`src/rtl/bram_run_scheduler_pkg.sv`:
```
// Shared definitions for the BRAM run scheduler: FSM encoding, requester IDs
// and the default run-count width used by the accessor.
package bram_sched_pkg;

  localparam int CNT_BIT_DEFAULT = 31;

  localparam logic [1:0] S_IDLE   = 2'd0;
  localparam logic [1:0] S_LAUNCH = 2'd1;
  localparam logic [1:0] S_WAIT   = 2'd2;
  localparam logic [1:0] S_RESP   = 2'd3;

  typedef enum logic [1:0] {
    IDLE      = S_IDLE,
    LAUNCH    = S_LAUNCH,
    WAIT_DONE = S_WAIT,
    RESP      = S_RESP
  } state_t;

  localparam logic REQ0_ID = 1'b0;
  localparam logic REQ1_ID = 1'b1;

endpackage

```
`src/rtl/bram_run_scheduler_if.sv`:
```
// Bundle of requester, response and accessor-facing signals of the scheduler.
// The slave modport is the scheduler's view; master is the environment's view.
interface bram_run_scheduler_if #(
  parameter int CNT_BIT = 31
);

  logic               req0_valid_i;
  logic [CNT_BIT-1:0] req0_count_i;
  logic               req0_ready_o;
  logic               req1_valid_i;
  logic [CNT_BIT-1:0] req1_count_i;
  logic               req1_ready_o;
  logic               resp_valid_o;
  logic               resp_id_o;
  logic               resp_timeout_o;
  logic               busy_o;
  logic               start_run_o;
  logic [CNT_BIT-1:0] run_count_o;
  logic               acc_idle_i;
  logic               acc_done_i;

  modport slave (
    input  req0_valid_i, req0_count_i, req1_valid_i, req1_count_i,
    input  acc_idle_i, acc_done_i,
    output req0_ready_o, req1_ready_o,
    output resp_valid_o, resp_id_o, resp_timeout_o, busy_o,
    output start_run_o, run_count_o
  );

  modport master (
    output req0_valid_i, req0_count_i, req1_valid_i, req1_count_i,
    output acc_idle_i, acc_done_i,
    input  req0_ready_o, req1_ready_o,
    input  resp_valid_o, resp_id_o, resp_timeout_o, busy_o,
    input  start_run_o, run_count_o
  );

endinterface

```
`src/rtl/bram_run_scheduler_rr_arb2.sv`:
```
// Two-way round-robin arbiter. With both requests present the requester that
// did not win last time is chosen; last_grant starts at 1 so req0 wins first.
module rr_arb2
  import bram_sched_pkg::*;
(
  input  logic       clk,
  input  logic       reset,
  input  logic [1:0] req,
  input  logic       accept,
  output logic       grant
);

  logic last_grant;

  // Pick the requester to offer ready to this cycle
  always_comb begin
    grant = REQ0_ID;
    if (req == 2'b11)
      grant = ~last_grant;
    else if (req[1])
      grant = REQ1_ID;
  end

  // Remember who won, but only once the handshake actually happens
  always_ff @(posedge clk) begin
    if (reset)
      last_grant <= REQ1_ID;
    else if (accept)
      last_grant <= grant;
  end

endmodule

```
`src/rtl/bram_run_scheduler.sv`:
```
// Front-end controller for BRAM_accessor: arbitrates host and DMA requests,
// launches one run at a time, waits for done (or a watchdog timeout) and
// returns a one-cycle tagged completion response.
module bram_run_scheduler
  import bram_sched_pkg::*;
#(
  parameter int               CNT_BIT  = CNT_BIT_DEFAULT,
  parameter int               WD_BIT   = 16,
  parameter logic [WD_BIT-1:0] WD_LIMIT = 16'd1000
) (
  input  logic              clk,
  input  logic              reset,
  bram_run_scheduler_if.slave bus
);

  state_t             state;
  state_t             next_state;
  logic               grant;
  logic               ready0;
  logic               ready1;
  logic               accept;
  logic [CNT_BIT-1:0] grant_count;
  logic [CNT_BIT-1:0] count_q;
  logic               id_q;
  logic               timeout_q;
  logic [WD_BIT-1:0]  wd;
  logic               wd_expired;

  rr_arb2 u_arb (
    .clk    (clk),
    .reset  (reset),
    .req    ({bus.req1_valid_i, bus.req0_valid_i}),
    .accept (accept),
    .grant  (grant)
  );

  // Handshake: only one ready can be high since it is qualified by the grant
  always_comb begin
    ready0      = (state == IDLE) & bus.acc_idle_i & bus.req0_valid_i & (grant == REQ0_ID);
    ready1      = (state == IDLE) & bus.acc_idle_i & bus.req1_valid_i & (grant == REQ1_ID);
    accept      = ready0 | ready1;
    grant_count = (grant == REQ1_ID) ? bus.req1_count_i : bus.req0_count_i;
    wd_expired  = (wd == WD_LIMIT - 1'b1);
  end

  // State register
  always_ff @(posedge clk) begin
    if (reset)
      state <= IDLE;
    else
      state <= next_state;
  end

  // Next-state logic; a zero-length run skips the accessor entirely
  always_comb begin
    next_state = state;
    case (state)
      IDLE:      if (accept) next_state = (grant_count == '0) ? RESP : LAUNCH;
      LAUNCH:    next_state = WAIT_DONE;
      WAIT_DONE: if (bus.acc_done_i || wd_expired) next_state = RESP;
      RESP:      next_state = IDLE;
      default:   next_state = IDLE;
    endcase
  end

  // Run context and watchdog; done beats a coincident watchdog terminal count
  always_ff @(posedge clk) begin
    if (reset) begin
      count_q   <= '0;
      id_q      <= REQ0_ID;
      timeout_q <= 1'b0;
      wd        <= '0;
    end else begin
      case (state)
        IDLE: begin
          if (accept) begin
            count_q   <= grant_count;
            id_q      <= grant;
            timeout_q <= 1'b0;
          end
        end
        LAUNCH: wd <= '0;
        WAIT_DONE: begin
          wd <= wd + 1'b1;
          if (!bus.acc_done_i && wd_expired)
            timeout_q <= 1'b1;
        end
        default: ;
      endcase
    end
  end

  // Outputs decoded from state; response fields are zero outside RESP
  always_comb begin
    bus.req0_ready_o   = ready0;
    bus.req1_ready_o   = ready1;
    bus.start_run_o    = (state == LAUNCH);
    bus.run_count_o    = count_q;
    bus.resp_valid_o   = (state == RESP);
    bus.resp_id_o      = (state == RESP) & id_q;
    bus.resp_timeout_o = (state == RESP) & timeout_q;
    bus.busy_o         = (state != IDLE);
  end

endmodule

```
`src/flat_wrapper.sv`:
```
// flat-port wrapper written by rule: the top's interface ports become plain ports
module bram_run_scheduler_flat import bram_sched_pkg::*;
#(
  parameter int               CNT_BIT  = CNT_BIT_DEFAULT,
  parameter int               WD_BIT   = 16,
  parameter logic [WD_BIT-1:0] WD_LIMIT = 16'd1000
)
  (clk, reset, bus_req0_valid_i, bus_req0_count_i, bus_req1_valid_i, bus_req1_count_i, bus_acc_idle_i, bus_acc_done_i, bus_req0_ready_o, bus_req1_ready_o, bus_resp_valid_o, bus_resp_id_o, bus_resp_timeout_o, bus_busy_o, bus_start_run_o, bus_run_count_o);
  bram_run_scheduler_if #(.CNT_BIT(CNT_BIT)) bus_i ();
  input  logic clk;
  input  logic reset;
  input wire logic [$bits(bus_i.req0_valid_i)-1:0] bus_req0_valid_i;
  input wire logic [$bits(bus_i.req0_count_i)-1:0] bus_req0_count_i;
  input wire logic [$bits(bus_i.req1_valid_i)-1:0] bus_req1_valid_i;
  input wire logic [$bits(bus_i.req1_count_i)-1:0] bus_req1_count_i;
  input wire logic [$bits(bus_i.acc_idle_i)-1:0] bus_acc_idle_i;
  input wire logic [$bits(bus_i.acc_done_i)-1:0] bus_acc_done_i;
  output wire logic [$bits(bus_i.req0_ready_o)-1:0] bus_req0_ready_o;
  output wire logic [$bits(bus_i.req1_ready_o)-1:0] bus_req1_ready_o;
  output wire logic [$bits(bus_i.resp_valid_o)-1:0] bus_resp_valid_o;
  output wire logic [$bits(bus_i.resp_id_o)-1:0] bus_resp_id_o;
  output wire logic [$bits(bus_i.resp_timeout_o)-1:0] bus_resp_timeout_o;
  output wire logic [$bits(bus_i.busy_o)-1:0] bus_busy_o;
  output wire logic [$bits(bus_i.start_run_o)-1:0] bus_start_run_o;
  output wire logic [$bits(bus_i.run_count_o)-1:0] bus_run_count_o;
  assign bus_i.req0_valid_i = bus_req0_valid_i;
  assign bus_i.req0_count_i = bus_req0_count_i;
  assign bus_i.req1_valid_i = bus_req1_valid_i;
  assign bus_i.req1_count_i = bus_req1_count_i;
  assign bus_i.acc_idle_i = bus_acc_idle_i;
  assign bus_i.acc_done_i = bus_acc_done_i;
  assign bus_req0_ready_o = bus_i.req0_ready_o;
  assign bus_req1_ready_o = bus_i.req1_ready_o;
  assign bus_resp_valid_o = bus_i.resp_valid_o;
  assign bus_resp_id_o = bus_i.resp_id_o;
  assign bus_resp_timeout_o = bus_i.resp_timeout_o;
  assign bus_busy_o = bus_i.busy_o;
  assign bus_start_run_o = bus_i.start_run_o;
  assign bus_run_count_o = bus_i.run_count_o;
  bram_run_scheduler #(.CNT_BIT(CNT_BIT), .WD_BIT(WD_BIT), .WD_LIMIT(WD_LIMIT)) u_core (.clk(clk), .reset(reset), .bus(bus_i));
endmodule
```
`config.mk`:
```
export PLATFORM = sky130hd
export DESIGN_NAME = bram_run_scheduler_flat
export DESIGN_NICKNAME = d
export VERILOG_FILES = /design/src/rtl/bram_run_scheduler_pkg.sv /design/src/rtl/bram_run_scheduler_if.sv /design/src/rtl/bram_run_scheduler_rr_arb2.sv /design/src/rtl/bram_run_scheduler.sv /design/src/flat_wrapper.sv
export SDC_FILE = /design/constraint.sdc
export NUM_CORES = 1
export LEC_CHECK = 0
export CAP_MARGIN = 20
export CORE_MARGIN = 4
export CORE_UTILIZATION = 46
export CTS_CLUSTER_SIZE = 20
export DETAILED_ROUTE_END_ITERATION = 6
export PLACE_DENSITY = 0.91
export RECOVER_POWER = 100
export SYNTH_ARGS = -nofsm -noshare
export SYNTH_HDL_FRONTEND = slang
export SYNTH_SLANG_ARGS = --single-unit
```
`constraint.sdc`:
```
create_clock -name clk -period 2.8 [get_ports clk]
set_input_delay 0.84 -clock clk [delete_from_list [all_inputs] [get_ports clk]]
set_output_delay 0.84 -clock clk [all_outputs]
set_load 0.05 [all_outputs]
```
==> metrics.cfg, run 1 <==
[critical_path]
worstSetupStartpointType=input port
worstRegToRegCells=7
crit_slowest_cell=clkdlybuf4s50_1
r2r-end=u_core.wd[15]$_SDFFE_PP0P_
crit_type=in -> out
r2r_setup_slack_ns=0.37
cp_max_fo=3
critPathRequiredTime_ns=1.96
crit_chain=clkdlybuf4s50_1, a21boi_4, and3_1, buf_12
crit_arrival_ns=1.90
r2r_start=u_core.state[1]$_SDFFE_PP0P_
end_kind=output pin
critPathMaxStageDelay_ns=0.47

[job]
max-cap-violations=0

[grt]
grt_max_degree=63
grt_pass1_wl_mm=11.8
gr-total-overflow=0
grt_pass1_vias=2553
antenna_found_initial=0
grt_usage=0.230

[floorplanning]
fp.coreArea_um2=5240
dieArea_um2=6820
rows=26
die_h_um=82.6
die_w_um=82.6
num_io_pins=106
initial_core_util=0.489

[outcome]
status=finished, final reports clean

[synth]
yosysSeqAreaShare=0.407
ys_seq_elements=52
yosys_most_used_dff=dfxtp_1
async_flop_share=0
postSynthAreaPerCell_um2=9.01
synth_fp_nets=358
syn_area_um2=2560
ys_warn_count=0
ys_types=35
synth_edf_count=0
syn_inst=284

[sta]
timing.final.crit_period_ns=2.74
relSlewSlack=0.590
fin_ws_ns=0.0550
hold_ws_ns=0.500
tightestPinTransition_ns=0.609
fmax_mhz=364
period_share=0.980
fin_setup_tns_ns=0
hold_viol=0
rsz0062_at_grt=false
clock_skew_ns=0.00499
setup_viol=0
slew_viol_final=0

[route]
vias=2477
firstDrtPassIters=4
drt-total-wl_mm=7.35
drt_iter0_drc=124
wire_per_inst_um=16.1
drc=0
vias_per_cell=5.44
ant_nets=0

[layout]
final_cell_mix=clkdlybuf4s50_1, nor2_1, dfxtp_1
final_common_cell=clkdlybuf4s50_1
diodes=0
area_growth_pct=46.7
drive_gt1_frac=0.0468
fin_nets=459

[power]
power.density_nw_per_um2=705
power.total_mw=2.65
ir_drop_uv=503
power_leakage_nw=1.43

[hold_path]
hold_end=u_core.bus.run_count_o[10]$_SDFFE_PP0P_
hold_depth=2
hold_class=reg -> reg
hp-start=u_core.bus.run_count_o[10]$_SDFFE_PP0P_

[clock_network]
clockRootBuffer=clkbuf_8
postCtsSetupBuffers=0
path_clk_slew_ns=0.08
htreeDepth=2
clk_path_buf_depth=2
clock_latency_ns=0.30
cts_tree=done
cts.sinks=52
cts_made_buffers=5

[place]
place_ws_ns=0.0151
gp_routability_congestion=0.838
port_buffers=105
hpwl_mm=5.74

[cell usage after synthesis, types with 2 or more instances]
cell type / instances / share of area
ha_1: 6 / 0.029
a211oi_1: 33 / 0.097
nor2_1: 56 / 0.082
inv_1: 6 / 0.0088
or3_1: 2 / 0.0049
o21ai_0: 4 / 0.0078
nor4_1: 9 / 0.022
nand2_1: 6 / 0.0088
dfxtp_1: 52 / 0.41
xor2_1: 9 / 0.031
buf_4: 2 / 0.0059
buf_2: 5 / 0.0098
xnor2_1: 4 / 0.014
nor4b_1: 2 / 0.0068
mux2i_1: 33 / 0.13
a21oi_1: 4 / 0.0078
and2_1: 2 / 0.0049
nand4_1: 10 / 0.024
nor3_1: 7 / 0.014
clkbuf_1: 10 / 0.015
nand3_1: 5 / 0.0098
and3_1: 4 / 0.0098
[logic make-up after synthesis]
family / synth area share
xor gates and xnor gates: 0.0445
DFF: 0.407
AOI/OAI and AO/OA: 0.138
muxes: 0.129
and+or+nand+nor: 0.213
adders and majority gates: 0.0293
buffers and inverters: 0.0391
[per-stage QoR]
stage	instances	utilization	area, um2
floorplan	284	-	2560
global placement	448	0.706	3700
detailed placement	448	0.706	3700
CTS	455	0.720	3770
global route	455	0.716	3750
finish	455	0.716	3750
[how the worst max path moves through the flow]
stage,start,to,slack [ns],depth (start not counted)
after global placement,bus_req1_valid_i,bus_req1_ready_o,0.04,4
after CTS,bus_req1_valid_i,bus_req1_ready_o,0.002,4
after detailed placement,bus_req1_valid_i,bus_req1_ready_o,0.02,4
after global routing,u_core.state[1]$_SDFFE_PP0P_,bus_resp_id_o,0.01,3
final,bus_req0_valid_i,bus_req1_ready_o,0.06,4
after floorplan,bus_req1_valid_i,bus_req0_ready_o,0.20,4
[registers in the layout, summed over array words and instances, names as in the netlist]
| name | count |
|---|---|
| u_core.id_q | 1 |
| u_core.wd | 16 |
| u_core.bus.run_count_o | 31 |
| u_core.u_arb.last_grant | 1 |
| u_core.timeout_q | 1 |
| u_core.state | 2 |
[power breakdown]
part           leakage [nW]  switching (mW)  total [mW]  internal (mW)
combinational         0.967           0.847        1.30          0.449
clock                0.0410           0.233       0.404          0.170
sequential            0.426          0.0771       0.946          0.869
[routing by layer]
layer  GRT usage  wire, um  up-vias
li1            -         -     1246
met1       0.238      2840     1133
met2       0.414      3720       85
met3      0.0911       614       13
met4      0.0850       170        0
met5           0         0        -
[layout make-up]
cell class,instances,area [um2]
clock buffers,6,72.6
clock inverters,1,5.00
fillers,400,1490
inverters,6,22.5
multi-input cells,209,1410
flip-flops and latches,52,1040
well taps,70,87.6
repair buffers,111,1110
[repair_timing]
action | in CTS | in global routing
endpoints found under the setup margin | 0 | 1
resized for setup | 0 | 2
hold buffers | 0 | 0
[worst max-delay path: cells and delay by family]
family | cells | cell delay, ns
AO/OA/AOI/OAI | 1 | 0.20
buffers and inverters | 2 | 0.62
AND/OR/NAND/NOR | 1 | 0.24
Note: power is estimated with default switching activity, not from simulation.
==> run 2: changes to the inputs <==
- CAP_MARGIN: 20 -> unset
==> results of run 2 <==
The final DEF is identical to that of run 1; final timing and power are the same.
==> run 3: changes to the inputs <==
- SETUP_SLACK_MARGIN: unset -> 0.3
==> metrics.cfg, run 3 (synthesis gave the netlist of run 1 again) <==
[outcome]
status=finished, final reports clean  ; unchanged

[route]
wire_per_inst_um=15.9  ; was 16.1 um
drt_iter0_drc=86  ; was 124
ant_nets=0  ; unchanged
vias=2523  ; was 2477
firstDrtPassIters=4  ; unchanged
drc=0  ; unchanged
drt-total-wl_mm=7.26  ; was 7.35 mm
vias_per_cell=5.52  ; was 5.44

[sta]
clock_skew_ns=0.00600  ; was 0.00499 ns
slew_viol_final=0  ; unchanged
timing.final.crit_period_ns=2.51  ; was 2.74 ns
fin_setup_tns_ns=0  ; unchanged
tightestPinTransition_ns=0.740  ; was 0.609 ns
period_share=0.897  ; was 0.980
relSlewSlack=0.507  ; was 0.590
fmax_mhz=398  ; was 364 MHz
hold_viol=0  ; unchanged
rsz0062_at_grt=false  ; unchanged
setup_viol=0  ; unchanged

[floorplanning]
rows=26  ; unchanged
die_h_um=82.6  ; unchanged
initial_core_util=0.489  ; unchanged
fp.coreArea_um2=5240  ; unchanged
num_io_pins=106  ; unchanged
dieArea_um2=6820  ; unchanged
die_w_um=82.6  ; unchanged

[clock_network]
clockRootBuffer=clkbuf_8  ; unchanged
cts_tree=done  ; unchanged
path_clk_slew_ns=0.09  ; was 0.08 ns
clk_path_buf_depth=2  ; unchanged
clock_latency_ns=0.30  ; about the same
cts.sinks=52  ; unchanged
htreeDepth=2  ; unchanged
cts_made_buffers=5  ; unchanged

[critical_path]
critPathRequiredTime_ns=1.96  ; about the same
cp-startpoint=bus_req1_valid_i  ; was bus_req0_valid_i
worstSetupStartpointType=input port  ; unchanged
crit_type=in -> out  ; unchanged
end_kind=output pin  ; unchanged
r2r_start=u_core.state[1]$_SDFFE_PP0P_  ; unchanged
crit_arrival_ns=1.67  ; was 1.90 ns
cp_max_fo=2  ; was 3

[job]
max-cap-violations=0  ; unchanged

[place]
gp_routability_congestion=0.901  ; was 0.838
port_buffers=105  ; unchanged
hpwl_mm=5.75  ; was 5.74 mm
dpl_cell_area_um2=3730  ; was 3700 um2

[power]
ir_drop_uv=411  ; was 503 uV
power_leakage_nw=1.46  ; was 1.43 nW
power.density_nw_per_um2=708  ; was 705 nW/um2

[layout]
largest_reg_flops=31  ; unchanged
final_common_cell=clkdlybuf4s50_1  ; unchanged
final_cell_mix=clkdlybuf4s50_1, nor2_1, dfxtp_1  ; unchanged
area_growth_pct=48.9  ; was 46.7%
diodes=0  ; unchanged
drive_gt1_frac=0.0620  ; was 0.0468
fin_nets=460  ; was 459
stdcell_area_um2=3810  ; was 3750 um2
fillers=403  ; was 400

[grt]
grt_pass1_vias=2534  ; was 2553
gr-total-overflow=0  ; unchanged
antenna_found_initial=0  ; unchanged
grt_max_degree=63  ; unchanged
grt_usage=0.224  ; was 0.230
grt_pass1_wl_mm=11.6  ; was 11.8 mm

[hold_path]
hold_class=reg -> reg  ; unchanged
hp-start=u_core.bus.run_count_o[15]$_SDFFE_PP0P_  ; was u_core.bus.run_count_o[10]$_SDFFE_PP0P_

## run 3: changes by cell type in the layout (fill, tap and decap cells not counted), moves of 2 or more
cell / delta
buf_12: +2
dlygate4sd2_1: +5
clkdlybuf4s15_1: +2
buf_4: -3
clkbuf_2: +2
clkdlybuf4s50_1: -6
## run 3: what timing repair did
item	in CTS	in global routing
cloned	0	0
buffers inserted	1	0
hold buffers	0	0
gates resized for setup	11	2
setup endpoints to repair	6	1
pin swaps	1	1
## run 3: area by class of cell
cell class	instances	area, um2	share of cell area
sequential	52	1040	0.273
clock inverter	2	10.0	0.00263
tap	70	87.6	0.0230
clock buffer	6	82.6	0.0217
timing repair buffer	112	1130	0.297
multi-input combinational	209	1430	0.376
inverter	6	22.5	0.00591
## run 3: metal layers
metal | share of wire | routed length, um | GRT usage
met2 | 0.51 | 3710 | 0.405
met5 | 0 | 0 | 0
met1 | 0.38 | 2760 | 0.230
met4 | 0.023 | 164 | 0.0882
met3 | 0.087 | 633 | 0.0879
## run 3: path summary, 6_finish.rpt
check	to	slack, ns	depth (start not counted)
setup / recovery	bus_req0_ready_o	0.29	5
hold / removal	u_core.bus.run_count_o[15]$_SDFFE_PP0P_	0.50	2
setup reg to reg	u_core.wd[15]$_SDFFE_PP0P_	0.37	7
hold reg to reg	u_core.bus.run_count_o[15]$_SDFFE_PP0P_	0.50	2
## run 3: through the flow
step           hold slack [ns]  std cells  setup WS [ns]  utilization  power, mW
2_1_floorplan            0.436        284          0.348            -       1.85
6_report                 0.498        457          0.288        0.727       2.70
3_5_place_dp             0.488        448         0.0262        0.712       2.32
4_1_cts                  0.503        457          0.289        0.732       2.77
5_1_grt                  0.530        457          0.200        0.727       2.85
3_3_place_gp             0.473        448         0.0466        0.712       2.30
## run 3: critical path, stage by stage
cell             delay (ns)
clkdlybuf4s15_1        0.18
a21boi_4               0.15
buf_12                 0.13
nor2_4                 0.09
clkbuf_2               0.28
## run 3: power by group
group	switching, mW	internal [mW]
combinational	0.852	0.460
sequential	0.0722	0.869
clock	0.246	0.198
==> RTL edit: new RTL, config.mk and constraints of run 1 <==
Reset style: asynchronous (`reset`), changed in 3 clocked blocks.
--- a/src/rtl/bram_run_scheduler_rr_arb2.sv
+++ b/src/rtl/bram_run_scheduler_rr_arb2.sv
@@ -24,3 +24,3 @@
   // Remember who won, but only once the handshake actually happens
-  always_ff @(posedge clk) begin
+  always_ff @(posedge clk or posedge reset) begin
     if (reset)
--- a/src/rtl/bram_run_scheduler.sv
+++ b/src/rtl/bram_run_scheduler.sv
@@ -46,3 +46,3 @@
   // State register
-  always_ff @(posedge clk) begin
+  always_ff @(posedge clk or posedge reset) begin
     if (reset)
@@ -66,3 +66,3 @@
   // Run context and watchdog; done beats a coincident watchdog terminal count
-  always_ff @(posedge clk) begin
+  always_ff @(posedge clk or posedge reset) begin
     if (reset) begin
Function: differs if reset is asserted again (counterexample within 4 cycles, from zero or initial values and one cycle with reset high); with reset held inactive, the same outputs for 10 cycles.
==> RTL edit against run 1 <==
- die area grew 4.3%
- final area grew 4.1%
- clock power grew 27%
- worst setup slack lost 2.1 ps
- critical endpoint unchanged
- total power grew 41%
- non-clock buffer count shrank 3
- synthesized area grew 4.8%
- sequential share of layout area grew 5.6 points
- critical path type unchanged
- wire length grew 5.0%
- largest power group unchanged
- sequential cell count is the same
==> RTL edit: results (changes against run 1) <==
Layout
  – Share of layout cells above drive strength 1: 4.44% (-0.24 points)
  – # nets final: 456 (-0.65%)

Placed design
  – Pre-CTS WS: -2.01 ps (-17.2 ps)
  – Placed insts: 447 (-0.22%)
  – Final GP Congestion: 0.870 (+3.8%)
  – Cell Area, Placed: 0.00384 mm² (+3.8%)

Global route
  – Vias in the first global route: 2,652 (+3.9%)
  – First-pass GRT wire length: 12,800 µm (+8.3%)
  – Largest net degree at the start of global routing: 68 (+7.9%)
  – Gr usage total: 22.3% (-0.63 points)

Synth
  – Net Count, Synth: 354 (-1.1%)
  – Post-synth top cells: 51 x dfrtp_1, 37 x nand2_1, 37 x o21ai_0
  – Synth Area per Inst: 9.58 µm² (+6.3%)
  – Async SR Flop Fraction: 100% (+100 points)
  – Sequential share of the synthesized area: 48.6% (+7.9 points)

Routing
  – Number of DRC markers in iteration 0: 110 (-11%)
  – Total Wirelength: 7720 µm (+5.0%)

Worst setup path
  – Arrival @ worst endpoint: 1910 ps
  – Crit-path max cell delay: 490 ps (+20 ps)

Status
  – Status: finished, final reports clean

Timing
  – Worst hold margin: 486 ps (-14.3 ps)
  – Worst slew margin: 14.6% (-44 points)
  – Post-route setup slack: 52.9 ps (-2.12 ps)
  – Skew final: 15.1 ps (+10.1 ps)

Pwr
  – Pleak: 1.73 nW (+20%)
  – Sw Pwr: 0.00181 W (+57%)

Clock tree
  – Clk pin slew, worst setup/hold paths: 90 ps
[RTL edit: repair_timing]
action,in CTS,in global routing
setup endpoints to repair,1,3
gates resized for setup,1,3
hold buffers,0,0
[RTL edit: stage by stage]
step / TNS, ps / utilization (%)
global placement: 0 / 68.8
CTS: 0 / 70.8
finish: 0 / 70.1
floorplan: 0 / -
detailed placement: -2.01 / 68.8
global route: 0 / 70.1
[RTL edit: area by class of cell]
cell class | instances | area [µm²]
Clock inverter | 2 | 35.0
Multi-Input combinational cell | 203 | 1290
Timing Repair Buffer | 108 | 1070
Tap cell | 72 | 90.1
Clock buffer | 6 | 72.6
Fill cell | 411 | 1670
Sequential cell | 52 | 1300
Inverter | 12 | 45.0
[RTL edit: worst paths after layout]
path / cells after the start / from / to
setup / recovery: 4 / bus_req1_valid_i / bus_req1_ready_o
hold / removal: 2 / u_core.bus.run_count_o[25] / u_core.bus.run_count_o[25]
setup reg to reg: 7 / u_core.state[1] / u_core.wd[15]
hold reg to reg: 2 / u_core.bus.run_count_o[25] / u_core.bus.run_count_o[25]
max in group asynchronous: 3 / reset / u_core.bus.run_count_o[10]
min in group asynchronous: 3 / reset / u_core.bus.run_count_o[28]
[RTL edit: worst reg2reg max path, stage by stage, from the launching register on]
cell	delay, ps
dfrtp_1	410
inv_1	100
ha_1	500
nand3_1	220
nor3_1	460
nand4_1	200
xor2_1	170
nor2_1	50
[RTL edit: power by group through the flow]
stage | Combinational, W | Sequential [W] | Clock (W)
5_1_grt | 0.00221 | 0.00117 | 0.000553
6_report | 0.00207 | 0.00114 | 0.000513
4_1_cts | 0.00219 | 0.00115 | 0.000521
3_3_place_gp | 0.00212 | 0.00114 | 0
3_5_place_dp | 0.00217 | 0.00116 | 0
2_1_floorplan | 0.000693 | 0.00185 | 0
[RTL edit: cell families after synthesis]
family	after synthesis	share of synthesized area [%]
xor+xnor	10	3.27
mux	32	11.9
compound gates	53	11.2
flops	52	48.6
buf+inv	25	3.59
fa+ha+maj	6	2.80
simple gates	102	18.7
[RTL edit: metal layers]
layer / vias up / GRT usage (%) / share of wire [%]
met1: 1194 / 25.9 / 38
met3: 22 / 6.08 / 6.0
li1: 1197 / - / -
met4: 0 / 9.93 / 3.5
met5: - / 0 / 0
met2: 78 / 38.5 / 52
